$ cat src/rtl/mem_stage_lsu_pkg.sv
// Shared definitions for the MEM-stage load/store unit: access-size codes, FSM states
// and the alignment helper used to flag misaligned accesses.
package mem_stage_lsu_pkg;

    typedef enum logic [1:0] {
        SIZE_BYTE     = 2'b00,
        SIZE_HALF     = 2'b01,
        SIZE_WORD     = 2'b10,
        SIZE_WORD_ALT = 2'b11
    } size_e;

    typedef enum logic {
        ST_IDLE   = 1'b0,
        ST_RMW_WR = 1'b1
    } lsu_state_e;

    localparam int WORD_SHIFT = 2;

    function automatic logic is_subword(input logic [1:0] size);
        return (size == SIZE_BYTE) || (size == SIZE_HALF);
    endfunction

    // Size code 11 behaves as a word access, so it needs full word alignment.
    function automatic logic misaligned(input logic [1:0] size, input logic [1:0] lo);
        logic r;
        case (size)
            SIZE_BYTE: r = 1'b0;
            SIZE_HALF: r = lo[0];
            default:   r = (lo != 2'b00);
        endcase
        return r;
    endfunction

endpackage

$ cat src/rtl/mem_stage_lsu_byte_lane.sv
// Byte-lane steering for the LSU: extracts and extends sub-word load data and merges
// sub-word store data into a previously read word (little-endian lanes).
module lsu_byte_lane
    import mem_stage_lsu_pkg::*;
(
    input  logic [1:0]  addr_lo_i,
    input  logic [1:0]  size_i,
    input  logic        unsigned_i,
    input  logic [31:0] rdata_i,
    input  logic [31:0] wdata_i,
    output logic [31:0] load_data_o,
    output logic [31:0] merge_data_o
);

    logic [7:0]  byte_s;
    logic [15:0] half_s;

    // Load path: pick the addressed lane and sign- or zero-extend it
    always_comb begin
        byte_s = 8'h00;
        case (addr_lo_i)
            2'b00:   byte_s = rdata_i[7:0];
            2'b01:   byte_s = rdata_i[15:8];
            2'b10:   byte_s = rdata_i[23:16];
            2'b11:   byte_s = rdata_i[31:24];
            default: byte_s = rdata_i[7:0];
        endcase
        if (addr_lo_i[1]) begin
            half_s = rdata_i[31:16];
        end else begin
            half_s = rdata_i[15:0];
        end
        case (size_i)
            SIZE_BYTE: load_data_o = {{24{~unsigned_i & byte_s[7]}}, byte_s};
            SIZE_HALF: load_data_o = {{16{~unsigned_i & half_s[15]}}, half_s};
            default:   load_data_o = rdata_i;
        endcase
    end

    // Store path: overwrite only the target lane(s) of the word just read
    always_comb begin
        merge_data_o = rdata_i;
        case (size_i)
            SIZE_BYTE: begin
                case (addr_lo_i)
                    2'b00:   merge_data_o[7:0]   = wdata_i[7:0];
                    2'b01:   merge_data_o[15:8]  = wdata_i[7:0];
                    2'b10:   merge_data_o[23:16] = wdata_i[7:0];
                    2'b11:   merge_data_o[31:24] = wdata_i[7:0];
                    default: merge_data_o[7:0]   = wdata_i[7:0];
                endcase
            end
            SIZE_HALF: begin
                if (addr_lo_i[1]) begin
                    merge_data_o[31:16] = wdata_i[15:0];
                end else begin
                    merge_data_o[15:0] = wdata_i[15:0];
                end
            end
            default: merge_data_o = wdata_i;
        endcase
    end

endmodule

$ cat src/rtl/mem_stage_lsu.sv
// MEM-stage load/store unit: accepts EX/MEM entries, drives the word-wide data memory
// (sub-word stores via a two-cycle read-modify-write) and owns the MEM/WB register.
module mem_stage_lsu
    import mem_stage_lsu_pkg::*;
#(
    parameter int WIDTH      = 32,
    parameter int ADDR_WIDTH = 32,
    parameter int DEPTH      = 63
) (
    input  logic                  clock,
    input  logic                  reset,
    input  logic                  in_valid,
    output logic                  in_ready,
    input  logic                  in_load,
    input  logic                  in_store,
    input  logic [1:0]            in_size,
    input  logic                  in_unsigned,
    input  logic [ADDR_WIDTH-1:0] in_addr,
    input  logic [WIDTH-1:0]      in_wdata,
    input  logic [4:0]            in_rd,
    input  logic                  in_reg_write,
    output logic [ADDR_WIDTH-1:0] mem_addr,
    output logic [WIDTH-1:0]      mem_wdata,
    output logic                  mem_wen,
    output logic                  mem_ren,
    input  logic [WIDTH-1:0]      mem_rdata,
    output logic                  out_valid,
    input  logic                  out_ready,
    output logic [WIDTH-1:0]      out_data,
    output logic [4:0]            out_rd,
    output logic                  out_reg_write,
    output logic                  out_err
);

    lsu_state_e            state_q, state_d;
    logic                  out_valid_q, out_valid_d;
    logic                  out_err_q, out_err_d;
    logic                  out_reg_write_q, out_reg_write_d;
    logic [WIDTH-1:0]      out_data_q, out_data_d;
    logic [4:0]            out_rd_q, out_rd_d;
    logic [WIDTH-1:0]      merge_q, merge_d;
    logic [ADDR_WIDTH-1:0] addr_q, addr_d;
    logic [4:0]            rd_q, rd_d;

    logic                  fire_s;
    logic                  err_s;
    logic                  subword_s;
    logic                  rmw_s;
    logic [ADDR_WIDTH-1:0] word_idx_s;
    logic [WIDTH-1:0]      load_data_s;
    logic [WIDTH-1:0]      merge_data_s;

    assign word_idx_s = in_addr >> WORD_SHIFT;
    assign subword_s  = is_subword(in_size);
    assign err_s      = (in_load | in_store) &
                        (misaligned(in_size, in_addr[1:0]) | (word_idx_s >= ADDR_WIDTH'(DEPTH)));
    assign rmw_s      = (state_q == ST_RMW_WR);

    assign in_ready = reset & ~rmw_s & (~out_valid_q | out_ready);
    assign fire_s   = in_valid & in_ready;

    // While reset is low both enables are forced off, abandoning any pending RMW write.
    assign mem_ren   = fire_s & ~err_s & (in_load | (in_store & subword_s));
    assign mem_wen   = reset & (rmw_s | (fire_s & ~err_s & in_store & ~subword_s));
    assign mem_addr  = rmw_s ? (addr_q >> WORD_SHIFT) : word_idx_s;
    assign mem_wdata = rmw_s ? merge_q : in_wdata;

    assign out_valid     = out_valid_q;
    assign out_err       = out_err_q;
    assign out_reg_write = out_reg_write_q;
    assign out_data      = out_data_q;
    assign out_rd        = out_rd_q;

    lsu_byte_lane u_lane (
        .addr_lo_i    (in_addr[1:0]),
        .size_i       (in_size),
        .unsigned_i   (in_unsigned),
        .rdata_i      (mem_rdata),
        .wdata_i      (in_wdata),
        .load_data_o  (load_data_s),
        .merge_data_o (merge_data_s)
    );

    // Next-state for the FSM, RMW holding registers and MEM/WB entry
    always_comb begin
        state_d         = state_q;
        out_valid_d     = out_valid_q;
        out_err_d       = out_err_q;
        out_reg_write_d = out_reg_write_q;
        out_data_d      = out_data_q;
        out_rd_d        = out_rd_q;
        merge_d         = merge_q;
        addr_d          = addr_q;
        rd_d            = rd_q;
        if (rmw_s) begin
            // Slot was freed when the RMW was accepted, so this write never stalls.
            state_d         = ST_IDLE;
            out_valid_d     = 1'b1;
            out_err_d       = 1'b0;
            out_reg_write_d = 1'b0;
            out_data_d      = addr_q;
            out_rd_d        = rd_q;
        end else if (fire_s) begin
            if (err_s) begin
                out_valid_d     = 1'b1;
                out_err_d       = 1'b1;
                out_reg_write_d = 1'b0;
                out_data_d      = in_addr;
                out_rd_d        = in_rd;
            end else if (in_store && subword_s) begin
                state_d     = ST_RMW_WR;
                merge_d     = merge_data_s;
                addr_d      = in_addr;
                rd_d        = in_rd;
                out_valid_d = 1'b0;
            end else begin
                out_valid_d = 1'b1;
                out_err_d   = 1'b0;
                out_rd_d    = in_rd;
                if (in_load) begin
                    out_data_d      = load_data_s;
                    out_reg_write_d = in_reg_write;
                end else if (in_store) begin
                    out_data_d      = in_addr;
                    out_reg_write_d = 1'b0;
                end else begin
                    out_data_d      = in_addr;
                    out_reg_write_d = in_reg_write;
                end
            end
        end else if (out_ready) begin
            out_valid_d = 1'b0;
        end else begin
            out_valid_d = out_valid_q;
        end
    end

    // State and MEM/WB registers with synchronous active-low reset
    always_ff @(posedge clock) begin
        if (!reset) begin
            state_q         <= ST_IDLE;
            out_valid_q     <= 1'b0;
            out_err_q       <= 1'b0;
            out_reg_write_q <= 1'b0;
            out_data_q      <= '0;
            out_rd_q        <= 5'd0;
            merge_q         <= '0;
            addr_q          <= '0;
            rd_q            <= 5'd0;
        end else begin
            state_q         <= state_d;
            out_valid_q     <= out_valid_d;
            out_err_q       <= out_err_d;
            out_reg_write_q <= out_reg_write_d;
            out_data_q      <= out_data_d;
            out_rd_q        <= out_rd_d;
            merge_q         <= merge_d;
            addr_q          <= addr_d;
            rd_q            <= rd_d;
        end
    end

endmodule

$ cat config.mk
export PLATFORM = sky130hd
export DESIGN_NAME = mem_stage_lsu
export DESIGN_NICKNAME = d
export VERILOG_FILES = /design/src/rtl/mem_stage_lsu_pkg.sv /design/src/rtl/mem_stage_lsu_byte_lane.sv /design/src/rtl/mem_stage_lsu.sv
export SDC_FILE = /design/constraint.sdc
export NUM_CORES = 1
export LEC_CHECK = 0
export CORE_ASPECT_RATIO = 1.25
export CORE_MARGIN = 2
export CORE_UTILIZATION = 64
export CTS_BUF_LIST = sky130_fd_sc_hd__clkbuf_16
export DETAILED_ROUTE_END_ITERATION = 8
export DONT_BUFFER_PORTS = 1
export GPL_TIMING_DRIVEN = 0
export PLACE_DENSITY = 0.8
export SKIP_LAST_GASP = 1
export SYNTH_ARGS = -nofsm -noshare
export SYNTH_HDL_FRONTEND = slang
export SYNTH_SLANG_ARGS = --single-unit
$ cat constraint.sdc
create_clock -name clock -period 2.5 [get_ports clock]
set_input_delay 0.375 -clock clock [delete_from_list [all_inputs] [get_ports clock]]
set_output_delay 0.375 -clock clock [all_outputs]
set_load 0.005 [all_outputs]
After elaboration in Yosys (flattened, before gate mapping)
Cells that the tools add are included.

operators by class
  order comparisons = 1
  equality and inequality tests = 6
  multiplexer cells = 34
  bitwise logic cells = 24
  reduce and logical (&&, ||, !) cells = 12

operators with widths
  cell                   count
  $mux W32               6
  $pmux W32 S2           2
  $mux W16               3
  $mux W8                4
  $pmux W8 S4            1
  $ge A30 B6 Y1 const B  1
  $mux W30               1
  $mux W5                4
  $and A1 B1 Y1          12
  $mux W1                12
  $not A1 Y1             7
  $or A1 B1 Y1           5
  $eq A2 B1 Y1 const B   2
  $eq A2 B2 Y1 const B   2
  $logic_not A2 Y1       2
  $reduce_and A2 Y1      2
  $reduce_and A4 Y1      1
  $reduce_bool A2 Y1     2
  $reduce_or A4 Y1       1
  $ne A3 B3 Y1 const B   1
  $reduce_bool A3 Y1     1
  $ne A2 B2 Y1 const B   1
  $pmux W1 S2            1
  $reduce_or A2 Y1       1
  other kinds (2)        2

word-level totals
  bits in registers = 110
  output and inout bits = 107
  input bits = 111

Depth between registers and ports, before layout
  word-level depth = 10
  gate-level depth with buffers = 10
  depth with buffers taken out = 7

Hierarchy
Synthesis repeated with hierarchy kept, for this count alone.

unflattened totals
  cells, all modules = 825
  area total of the unflattened synthesis = 7,036.7 sq um

modules (own cells, without submodules)
  module         times used  cells an instance  area an instance (sq um)
  mem_stage_lsu  1           601                5,358.9
  lsu_byte_lane  1           224                1,677.9

Worst setup path after synthesis
No wires, ideal clock.

  path kind = input port to flip-flop
  start = input in_addr[9]
  end = register merge_q[26]
  data required time = 2,367 ps
  stages = 8
  arrival time = 2,022 ps
  path slack = 345 ps
  path through = or4_1 nor2_1 nand3_1 or3_1 buf_6 buf_2 a211oi_1 nor3_1

between the ends
  longest elaborated chain between the ends = 5

ends and longest elaborated chain
  what                                line                  text
  start, declared                     mem_stage_lsu.sv:18   input logic [ADDR_WIDTH-1:0] in_addr,
  $ge A30 B6 Y1                       mem_stage_lsu.sv:56   (misaligned(in_size, in_addr[1:0]) | (word_idx_s >= ADDR_WIDTH'(DEPTH)));
  $or A1 B1 Y1                        mem_stage_lsu.sv:56
  $and A1 B1 Y1                       mem_stage_lsu.sv:55   assign err_s = (in_load | in_store) &
  $not A1 Y1 (no source line)         n/a
  $reduce_and A4 Y1 (no source line)  n/a
  end signal, assigned                mem_stage_lsu.sv:157  merge_q <= merge_d;
  end, declared                       mem_stage_lsu.sv:41   logic [WIDTH-1:0] merge_q, merge_d;

Every way passes these cells.
A chain may end at the register's enable or synchronous reset.

Worst setup path in the final report
  start = register state_q, in the netlist rmw_s
  end = output mem_wdata[31]

between the ends
  longest elaborated chain between the ends = 1

ends and longest elaborated chain
  what                    line                  text
  start, declared         mem_stage_lsu.sv:35   lsu_state_e state_q, state_d;
  start signal, assigned  mem_stage_lsu.sv:151  state_q <= state_d;
  $mux W32                mem_stage_lsu.sv:66   assign mem_wdata = rmw_s ? merge_q : in_wdata;
  end, declared           mem_stage_lsu.sv:23   output logic [WIDTH-1:0] mem_wdata,

Every way passes these cells.

==> flow_summary.yaml <==
cells_and_area:
  syn2layout_area_growth_pct: 7.38
  multiInputGateArea_um2: 3600
  fillers: 802
  seq_area_um2: 2200
  fin_area_um2: 6630
  stdcell_count: 864
  num_antenna_cells: 0
  final_nets: 845
  final_layout_size_suffix_gt1_frac: 0.179
place:
  dp_hpwl_um: 16400
  place_inst: 849
  globalplace.congestion: 0.946
  post-place-ws_ps: -3.95
  place_area_um2: 6340
  portBuffers: 0
drt:
  drc_errors: 0
  first_pass_iters: 6
  dr_total_vias: 5969
  postRouteAntennaNets: 0
  wl_per_cell_um: 24.6
  via_per_inst: 6.91
  drt_iter0_markers: 631
  wl_um: 21200
clock_network:
  cts_setup_buffers: 0
  cts_root_buf: "clkbuf_16"
  clkSlewWorstSetupHoldPaths_ps: 80
  cts_buffers: 9
  clkLatencyLatePin_ps: 360
  cts_max_level: 3
  clk_path_buf_depth: 2
  cts_tree: "done"
  cts.sinks: 110
global_routing:
  use_met2: 0.650
  grt_pass1_vias: 5746
  grt_antenna_before_repair: 1
  grt_first_pass_wirelength_um: 31600
  use_met1: 0.479
  overflow: 0
  grt_use_total: 0.393
  grt_use_met3: 0.106
  busiest_layer: "met2"
  grt_max_degree: 20
run:
  drv_cap: 0
logic_synthesis:
  synth_warnings: 0
  synth_top_cell_by_area: "dfxtp_1"
  synth_cells: 722
  synth_top_area_frac: 0.357
  ys_types: 48
  syn_area_um2: 6170
  synth-seq-cells: 110
  synth_edf_count: 0
  synth_area_per_cell_um2: 8.55
  synthFlopType: "dfxtp_1"
  synthTopCellsByArea: "dfxtp_1 36%, mux2_2 12%, nand2_1 5.8%"
  async_flop_share: 0
  ys_seq_area_frac: 0.357
die:
  dieArea_um2: 10500
  core-area_um2: 9510
  die_w_um: 91.9
  start_util: 0.649
  die_height_um: 114
  top_level_ports: 218
  rows: 40
timing:
  fin_skew_ps: 5.24
  holdWs_ps: 127
  tightest_slew_ps: 1030
  setup_slack_ps: 20.9
  min_period_ps: 2480
  slew_viol_final: 0
  hold_viol_final: 0
  max_slew_margin: 0.309
  rsz0062_at_grt: "true"
  fin_crit_sh: 0.992
  max_freq_mhz: 403
  final-setup-viol-count: 0
setup_path:
  crit_required_ps: 2120
  critPathKind: "reg2out"
  r2r_start: "rmw_s$_SDFF_PP0_"
  cp.arrival_ps: 2100
  start_kind: "flip-flop"
  startpoint: "rmw_s$_SDFF_PP0_"
  end_kind: "output pin"
  cp_max_fo: 10
min_path:
  hold_class: "in2reg"
  hp-start: "in_rd[2]"
power_and_ir_drop:
  power_leakage_uw: 0.00247
  ir_worst_vdd_uv: 304
  powerDensity_nw_per_um2: 560
status:
  status: "finished, final reports clean"
-- synthesized netlist by cell type, drive strengths merged (2+ instances only) --
| cell | instances |
|---|---|
| nand2b | 4 |
| nand3 | 4 |
| and2 | 3 |
| o21ai | 29 |
| a22oi | 44 |
| a211oi | 24 |
| and3 | 26 |
| mux2i | 27 |
| o21bai | 3 |
| nand2 | 95 |
| a221oi | 9 |
| buf | 30 |
| o22a | 6 |
| o22ai | 23 |
| o21a | 2 |
| nor2b | 4 |
| or4 | 5 |
| nor4 | 3 |
| clkbuf | 43 |
| nor3 | 13 |
| a21oi | 52 |
| a31oi | 2 |
| a22o | 8 |
| nor2 | 54 |
| mux2 | 64 |
| a221o | 7 |
| a32oi | 7 |
| a2bb2oi | 5 |
| dfxtp | 110 |
| inv | 5 |
-- area by class of cell --
class	count	share of cell area
inverters	6	0.00415
multi-input cells	534	0.543
plain buffers	73	0.0540
clock inverters	6	0.00906
well taps	126	0.0238
clock buffers	9	0.0340
flip-flops and latches	110	0.332
-- critical path, cell delays in order (launching register included) --
cell	delay, ps
dfxtp_1	310
clkbuf_1	340
clkbuf_1	660
mux2_2	430
-- repair_timing --
action                                  in CTS  in global routing
pin swaps                                    0                  0
hold endpoints to repair                     0                  0
gates resized for setup                      4                  4
hold buffers                                 0                  0
endpoints found under the setup margin      32                 33
-- cell families (layout without fill, tap and decap cells) --
| group | Yosys count | after routing | synth area share |
|---|---|---|---|
| other cells | 1 | 2 | 0.000607 |
| flops | 110 | 110 | 0.357 |
| simple gates | 213 | 213 | 0.157 |
| compound gates | 227 | 227 | 0.260 |
| mux | 92 | 92 | 0.164 |
| buf+inv | 79 | 94 | 0.0610 |
-- placed cells by master (no fill, tap or decap), drive strengths merged, types with 5 or more instances in the layout --
| cell | n |
|---|---|
| a32oi | 7 |
| o22ai | 23 |
| or4 | 5 |
| buf | 30 |
| dfxtp | 110 |
| o22a | 6 |
| a211oi | 24 |
| a22o | 8 |
| mux2i | 27 |
| nand2 | 95 |
| a221o | 7 |
| a221oi | 9 |
| nor2 | 54 |
| mux2 | 64 |
| a21oi | 52 |
| inv | 6 |
| a22oi | 44 |
| nor3 | 13 |
| clkbuf | 52 |
| o21ai | 29 |
| and3 | 26 |
| a2bb2oi | 5 |
-- report_power, final --
part | internal, uW | leakage [uW] | switching (uW)
combinational | 198 | 0.00144 | 280
sequential | 1800 | 0.000894 | 39.7
clock | 690 | 0.000132 | 709
total | 2690 | 0.00247 | 1030
-- state kept, by name, indices dropped and copies added, names as in the netlist --
signal	flops
addr_q	32
merge_q	32
out_data	32
out_rd	5
rd_q	5
out_err	1
out_reg_write	1
out_valid	1
rmw_s	1
-- worst paths after layout --
path	end	slack, ps	cells after the start
worst max-delay path	mem_wdata[31]	20	3
worst min-delay path	out_rd[2]$_SDFFE_PN0P_	130	2
worst max register to register	out_data[26]$_SDFFE_PN0P_	260	7
worst min register to register	addr_q[1]$_SDFFE_PN0P_	460	2
-- routing by layer --
metal	part of all wire	up-vias
li1	-	2689
met1	0.38	2800
met2	0.47	390
met3	0.11	90
met4	0.044	0
met5	0	-
-- per-stage QoR --
step | util | power [uW] | setup TNS [ps]
floorplan | - | 2230 | 0
global placement | 0.666 | 2340 | 0
detailed placement | 0.666 | 2340 | -3.95
CTS | 0.697 | 3710 | 0
global route | 0.697 | 3820 | -12.0
finish | 0.697 | 3720 | 0
Power figures use the tool's default switching activity.
